### config.mk
export PLATFORM = sky130hd
export DESIGN_NAME = bus_interconnect_flat
export DESIGN_NICKNAME = d
export VERILOG_FILES = /design/src/rtl/bus_interconnect_if.sv /design/src/rtl/bus_interconnect.sv /design/src/flat_wrapper.sv
export SDC_FILE = /design/constraint.sdc
export NUM_CORES = 1
export LEC_CHECK = 0
export CAP_MARGIN = 10
export CORE_MARGIN = 4
export CORE_UTILIZATION = 29
export DETAILED_ROUTE_END_ITERATION = 16
export PLACE_DENSITY = 0.74
export SLEW_MARGIN = 25
export SYNTH_ARGS = -nofsm -noshare
export SYNTH_HDL_FRONTEND = slang
export SYNTH_SLANG_ARGS = --single-unit
### constraint.sdc
create_clock -name clk -period 2 [get_ports clk]
set_input_delay 0.4 -clock clk [delete_from_list [all_inputs] [get_ports clk]]
set_output_delay 0.4 -clock clk [all_outputs]
set_load 0.02 [all_outputs]
### src/rtl/bus_interconnect_if.sv
// bus_interconnect_if: master-side and slave-side signal bundle of the interconnect
interface bus_interconnect_if #(
  parameter int NSLAVES = 4,
  parameter int AW = 30,
  parameter int DW = 32
);
  logic m_cyc;
  logic m_we;
  logic [AW-1:0] m_addr;
  logic [DW/8-1:0] m_sel;
  logic [DW-1:0] m_wdata;
  logic [DW-1:0] m_rdata;
  logic m_ack;
  logic m_err;
  logic s_cyc;
  logic [NSLAVES-1:0] s_stb;
  logic s_we;
  logic [AW-1:0] s_addr;
  logic [DW/8-1:0] s_sel;
  logic [DW-1:0] s_wdata;
  logic [NSLAVES*DW-1:0] s_rdata;
  logic [NSLAVES-1:0] s_ack;
  modport master (
    output m_cyc, m_we, m_addr, m_sel, m_wdata, s_rdata, s_ack,
    input m_rdata, m_ack, m_err, s_cyc, s_stb, s_we, s_addr, s_sel, s_wdata
  );
  modport slave (
    input m_cyc, m_we, m_addr, m_sel, m_wdata, s_rdata, s_ack,
    output m_rdata, m_ack, m_err, s_cyc, s_stb, s_we, s_addr, s_sel, s_wdata
  );
endinterface

### src/rtl/bus_interconnect.sv
// bus_interconnect: single-master N-slave cyc/stb/ack interconnect with windowed decode; define BUS_TIMEOUT_EN for the ack timeout
module bus_interconnect #(
  parameter int NSLAVES = 4,
  parameter int AW = 30,
  parameter int DW = 32,
  parameter logic [32*NSLAVES-1:0] SLAVE_BASE = {32'h800, 32'h408, 32'h404, 32'h400},
  parameter logic [32*NSLAVES-1:0] SLAVE_SIZE = {32'h400, 32'h4, 32'h4, 32'h4},
  parameter int TIMEOUT = 255
) (
  input logic clk,
  input logic rst,
  bus_interconnect_if.slave bus
);
  localparam int IW = NSLAVES > 1 ? $clog2(NSLAVES) : 1;
  localparam int CW = AW + 3 > 33 ? AW + 3 : 33;
  typedef enum logic [1:0] {IDLE, BUSY, RESP, RECOVER} state_t;
  state_t state_q, state_d;
  logic hit;
  logic [IW-1:0] hit_idx, idx_q;
  logic ack_sel, to, err_q;
  logic [DW-1:0] rdata_q, s_wdata_q;
  logic s_we_q;
  logic [AW-1:0] s_addr_q;
  logic [DW/8-1:0] s_sel_q;
  logic [CW-1:0] byte_addr;
  assign byte_addr = CW'({bus.m_addr, 2'b00});
  assign ack_sel = bus.s_ack[idx_q];
  assign bus.m_rdata = rdata_q;
  assign bus.s_we = s_we_q;
  assign bus.s_addr = s_addr_q;
  assign bus.s_sel = s_sel_q;
  assign bus.s_wdata = s_wdata_q;
  // lowest-index window containing the byte address wins; wide compare keeps base+size from wrapping
  always_comb begin
    hit = 1'b0;
    hit_idx = '0;
    for (int i = NSLAVES - 1; i >= 0; i--) begin
      if (byte_addr >= CW'(SLAVE_BASE[32*i +: 32]) &&
          byte_addr < CW'(SLAVE_BASE[32*i +: 32]) + CW'(SLAVE_SIZE[32*i +: 32])) begin
        hit = 1'b1;
        hit_idx = IW'(i);
      end
    end
  end
`ifdef BUS_TIMEOUT_EN
  logic [15:0] cnt;
  // count BUSY cycles; held at zero outside BUSY so every transaction starts fresh
  always_ff @(posedge clk) cnt <= rst || state_q != BUSY ? '0 : cnt + 16'd1;
  assign to = state_q == BUSY && cnt == 16'(TIMEOUT - 1);
`else
  logic unused_timeout;
  assign unused_timeout = TIMEOUT != 0;
  assign to = 1'b0;
`endif
  // state register
  always_ff @(posedge clk) state_q <= rst ? IDLE : state_d;
  // next state: ack beats abort beats timeout; RECOVER keeps a held m_cyc from re-issuing
  always_comb begin
    state_d = state_q;
    case (state_q)
      IDLE: state_d = bus.m_cyc ? (hit ? BUSY : RESP) : IDLE;
      BUSY: state_d = ack_sel ? RESP : !bus.m_cyc ? IDLE : to ? RESP : BUSY;
      RESP: state_d = RECOVER;
      default: state_d = IDLE;
    endcase
  end
  // state-decoded handshake outputs
  always_comb begin
    bus.s_cyc = state_q == BUSY;
    bus.s_stb = state_q == BUSY ? NSLAVES'(1) << idx_q : '0;
    bus.m_ack = state_q == RESP;
    bus.m_err = state_q == RESP && err_q;
  end
  // capture the request when leaving IDLE and the response when entering RESP
  always_ff @(posedge clk) begin
    if (rst) begin
      idx_q <= '0;
      err_q <= 1'b0;
      rdata_q <= '0;
      s_we_q <= 1'b0;
      s_addr_q <= '0;
      s_sel_q <= '0;
      s_wdata_q <= '0;
    end else begin
      if (state_q == IDLE && bus.m_cyc) begin
        idx_q <= hit_idx;
        s_we_q <= bus.m_we;
        s_addr_q <= bus.m_addr;
        s_sel_q <= bus.m_sel;
        s_wdata_q <= bus.m_wdata;
      end
      if (state_d == RESP) begin
        err_q <= !(state_q == BUSY && ack_sel);
        rdata_q <= state_q == BUSY && ack_sel && !s_we_q ? bus.s_rdata[DW*idx_q +: DW] : '0;
      end
    end
  end
endmodule

### src/flat_wrapper.sv
// flat-port wrapper written by rule: the top's interface ports become plain ports
module bus_interconnect_flat 
#(
  parameter int NSLAVES = 4,
  parameter int AW = 30,
  parameter int DW = 32,
  parameter logic [32*NSLAVES-1:0] SLAVE_BASE = {32'h800, 32'h408, 32'h404, 32'h400},
  parameter logic [32*NSLAVES-1:0] SLAVE_SIZE = {32'h400, 32'h4, 32'h4, 32'h4},
  parameter int TIMEOUT = 255
)
  (clk, rst, bus_m_cyc, bus_m_we, bus_m_addr, bus_m_sel, bus_m_wdata, bus_s_rdata, bus_s_ack, bus_m_rdata, bus_m_ack, bus_m_err, bus_s_cyc, bus_s_stb, bus_s_we, bus_s_addr, bus_s_sel, bus_s_wdata);
  bus_interconnect_if #(.NSLAVES(NSLAVES), .AW(AW), .DW(DW)) bus_i ();
  input logic clk;
  input logic rst;
  input wire logic [$bits(bus_i.m_cyc)-1:0] bus_m_cyc;
  input wire logic [$bits(bus_i.m_we)-1:0] bus_m_we;
  input wire logic [$bits(bus_i.m_addr)-1:0] bus_m_addr;
  input wire logic [$bits(bus_i.m_sel)-1:0] bus_m_sel;
  input wire logic [$bits(bus_i.m_wdata)-1:0] bus_m_wdata;
  input wire logic [$bits(bus_i.s_rdata)-1:0] bus_s_rdata;
  input wire logic [$bits(bus_i.s_ack)-1:0] bus_s_ack;
  output wire logic [$bits(bus_i.m_rdata)-1:0] bus_m_rdata;
  output wire logic [$bits(bus_i.m_ack)-1:0] bus_m_ack;
  output wire logic [$bits(bus_i.m_err)-1:0] bus_m_err;
  output wire logic [$bits(bus_i.s_cyc)-1:0] bus_s_cyc;
  output wire logic [$bits(bus_i.s_stb)-1:0] bus_s_stb;
  output wire logic [$bits(bus_i.s_we)-1:0] bus_s_we;
  output wire logic [$bits(bus_i.s_addr)-1:0] bus_s_addr;
  output wire logic [$bits(bus_i.s_sel)-1:0] bus_s_sel;
  output wire logic [$bits(bus_i.s_wdata)-1:0] bus_s_wdata;
  assign bus_i.m_cyc = bus_m_cyc;
  assign bus_i.m_we = bus_m_we;
  assign bus_i.m_addr = bus_m_addr;
  assign bus_i.m_sel = bus_m_sel;
  assign bus_i.m_wdata = bus_m_wdata;
  assign bus_i.s_rdata = bus_s_rdata;
  assign bus_i.s_ack = bus_s_ack;
  assign bus_m_rdata = bus_i.m_rdata;
  assign bus_m_ack = bus_i.m_ack;
  assign bus_m_err = bus_i.m_err;
  assign bus_s_cyc = bus_i.s_cyc;
  assign bus_s_stb = bus_i.s_stb;
  assign bus_s_we = bus_i.s_we;
  assign bus_s_addr = bus_i.s_addr;
  assign bus_s_sel = bus_i.s_sel;
  assign bus_s_wdata = bus_i.s_wdata;
  bus_interconnect #(.NSLAVES(NSLAVES), .AW(AW), .DW(DW), .SLAVE_BASE(SLAVE_BASE), .SLAVE_SIZE(SLAVE_SIZE), .TIMEOUT(TIMEOUT)) u_core (.clk(clk), .rst(rst), .bus(bus_i));
endmodule
==> impl_metrics.yaml <==
min_path:
  timing.hold.worst.class: "reg2reg"
synth:
  synth.lib_cells_used.distinct: 36
  synth.cells.most_frequent: "sky130_fd_sc_hd__nand2_1, sky130_fd_sc_hd__dfxtp_1, sky130_fd_sc_hd__a21oi_1"
  synth_ff_type: "sky130_fd_sc_hd__dfxtp_1"
  syn-cell-area_um2: 5100
  synth_warnings: 0
  synth.net_count: 739
  synth-async-reset-ratio_pct: 0
  synth.avg_cell_area_um2: 9.51
  synth_area_leaders: "sky130_fd_sc_hd__dfxtp_1, sky130_fd_sc_hd__mux4_2, sky130_fd_sc_hd__nand2_1"
  ys_seq_area_share_pct: 40.8
  yosys_register_bits: 104
  post-synth-top-count-cell: "sky130_fd_sc_hd__nand2_1"
  syn_inst: 537
  synth.top_cell.area_share_pct: 40.8
  synth_largest_area_cell: "sky130_fd_sc_hd__dfxtp_1"
  number_of_flops_mapped_to_enable_cells_by_yosys: 0
route:
  overall_routed_net_length_um: 18500
  route.detailed.drc: 0
  routed_via_count: 5249
  drt-wirelength-per-cell_um: 17.1
  vias_per_cell: 4.85
  drt_first_iter_violations: 217
  detail-route-antenna-nets: 0
  drt_pre_antenna_iters: 4
worst_setup_path:
  critical_path.slowest_cell: "sky130_fd_sc_hd__dlygate4sd2_1"
  crit_path_cell_trace: "nor2b_1, buf_4, and3_1, dlygate4sd2_1"
  critical_path.endpoint_type: "output port"
  cp_max_fo: 5
  crit_path_start_kind: "flop"
  critical_path.max_stage_delay_ns: 0.34
  worst-endpoint-required_ns: 1.60
  reg2reg_slack_ns: 0.08
  arrival_ns: 1.53
  worst-setup-path-type: "reg2out"
sta:
  hold_viol_final: 0
  worst_clk_skew_ns: 0.00632
  fin_hold_ws_ns: 0.454
  layout_worst_path_cycle_share_pct: 96.3
  period_needed_ns: 1.93
  worst_slew_pin_slew_ns: 0.606
  report.final.slew_viol_count: 0
  relSlewSlack_pct: 59.6
  clock.fmax_ghz: 0.519
  report.final.setup_viol: 0
clock_network:
  htreeDepth: 3
  clk_latency_ns: 0.35
  cts_max_path_buffers: 2
  cts_tree: "built"
  cts_inserted_buffers: 9
  post_cts_repair_timing_setup_buffer_count: 0
  cts_hold_repair.buffers: 0
  clkSlewWorstSetupHoldPaths_ns: 0.07
  cts_num_sinks: 104
  clockRootBuffer: "sky130_fd_sc_hd__clkbuf_16"
global_route:
  first_pass_grt_wire_length_um: 28400
  grt_pass1_vias: 5287
  grt.total_usage_pct: 18.0
  grt_overflow: 0
  grt_antenna_before_repair: 0
  grt_max_degree: 59
finish:
  layout.nets: 1054
  instances_no_fill: 1082
  post_route_cells_drive_above_1_share_pct: 17.3
  area_delta_synth_final_pct: 77.7
  fillers: 1617
  num_antenna_cells: 0
pwr:
  total_power_mw: 5.86
  p_leak_nw: 3.28
  irDropWorstVdd_mv: 0.744
  power_density_nw_per_um2: 646
floorplan:
  die_h_um: 141
  die_width_um: 141
  rows: 48
  top_level_ports: 308
  floorplan.initialDensity_pct: 29.5
  die_area_um2: 19800
  core-area_um2: 17300
placed_design:
  io_buffer_count: 307
  placed_cells_incl_taps: 1066
  place_hpwl_um: 14500
  gp_congestion: 0.835
outcome:
  run_status: "complete, no violations"
job:
  number_of_max_cap_violations: 0
what timing repair did:
| action | in CTS | in global routing |
|---|---|---|
| pin swaps | 2 | 2 |
| gates resized for setup | 15 | 14 |
| endpoints found under the setup margin | 39 | 33 |
metal layers:
layer | up-vias | GRT usage (%) | share of wire, %
li1 | 2548 | - | -
met1 | 2478 | 19.6 | 37
met2 | 200 | 33.0 | 52
met3 | 23 | 6.00 | 8.6
met4 | 0 | 5.35 | 1.9
met5 | - | 0 | 0
worst paths after layout:
kind | from | to | cells after the start
hold / removal | u_core.bus.s_addr[1]$_SDFFE_PP0P_ | u_core.bus.s_addr[1]$_SDFFE_PP0P_ | 2
setup / recovery | u_core.state_q[0]$_SDFF_PP0_ | bus_s_stb[3] | 4
hold reg to reg | u_core.bus.s_addr[1]$_SDFFE_PP0P_ | u_core.bus.s_addr[1]$_SDFFE_PP0P_ | 2
setup reg to reg | u_core.idx_q[0]$_SDFFE_PP0P_ | u_core.bus.m_rdata[22]$_SDFFE_PP0N_ | 5
cell type report:
class                      count  area [um2]  share of cell area (%)
multi-input combinational    349        2760                    30.4
clock buffer                   9         225                    2.48
sequential                   104        2090                    23.0
timing repair buffer         355        3490                    38.5
clock inverter                 7         103                    1.13
inverter                      33         124                    1.37
tap                          225         282                    3.10
cell families (layout without fill, tap and decap cells):
| group | Yosys count | in the layout | share of synthesized area, % |
|---|---|---|---|
| and+or+nand+nor | 171 | 171 | 14.3 |
| buffers and inverters | 84 | 404 | 6.91 |
| muxes | 33 | 33 | 14.6 |
| DFF | 104 | 104 | 40.8 |
| AOI/OAI and AO/OA | 145 | 145 | 23.5 |
placed cells by master (no fill, tap or decap), types with 2 or more instances in the layout:
cell / Yosys / routed
sky130_fd_sc_hd__clkdlybuf4s50_1: 0 / 296
sky130_fd_sc_hd__nand2_1: 137 / 137
sky130_fd_sc_hd__dfxtp_1: 104 / 102
sky130_fd_sc_hd__a21oi_1: 70 / 70
sky130_fd_sc_hd__buf_4: 0 / 42
sky130_fd_sc_hd__inv_1: 33 / 33
sky130_fd_sc_hd__mux4_2: 33 / 33
sky130_fd_sc_hd__a22oi_1: 32 / 32
sky130_fd_sc_hd__o41ai_2: 30 / 30
sky130_fd_sc_hd__clkbuf_16: 0 / 9
sky130_fd_sc_hd__dlygate4sd2_1: 0 / 7
sky130_fd_sc_hd__buf_12: 0 / 7
sky130_fd_sc_hd__nor2_1: 6 / 6
sky130_fd_sc_hd__nor2b_1: 4 / 3
sky130_fd_sc_hd__nand2b_1: 4 / 3
sky130_fd_sc_hd__nor4_1: 6 / 3
sky130_fd_sc_hd__clkinvlp_4: 0 / 3
sky130_fd_sc_hd__clkbuf_2: 0 / 3
sky130_fd_sc_hd__and3_1: 2 / 2
sky130_fd_sc_hd__nor4_2: 0 / 2
sky130_fd_sc_hd__and4_2: 0 / 2
sky130_fd_sc_hd__o41ai_4: 0 / 2
sky130_fd_sc_hd__o21ai_0: 2 / 2
sky130_fd_sc_hd__a22o_1: 2 / 2
sky130_fd_sc_hd__bufinv_16: 0 / 2
report_power, final:
part,internal (mW),leakage [nW],switching (mW)
Sequential,2.21,0.849,0.0748
Clock,1.11,0.150,0.830
Combinational,0.858,2.28,0.772
critical path, delay by kind of cell, from the launching register on:
kind / cells / cell delay [ns]
DFF: 1 / 0.33
and+or+nand+nor: 2 / 0.34
buffers and inverters: 2 / 0.51
metrics by stage:
stage | utilization, % | TNS (ns) | instance area, um2 | setup WS (ns)
6_report | 52.4 | 0 | 9070 | 0.0734
5_1_grt | 52.4 | -0.00392 | 9070 | -0.00392
4_1_cts | 52.2 | 0 | 9030 | 0.00171
3_5_place_dp | 50.2 | -15.12 | 8690 | -0.492
3_3_place_gp | 50.2 | -15.84 | 8690 | -0.494
2_1_floorplan | - | 0 | 5100 | 0.173
state kept, by name, summed over array words and instances (netlist names):
signal,count
u_core.bus.m_rdata,32
u_core.bus.s_wdata,32
u_core.bus.s_addr,30
u_core.bus.s_sel,4
u_core.idx_q,2
u_core.state_q,2
u_core.bus.s_we,1
u_core.err_q,1
Note: power is estimated with default switching activity, not from simulation.
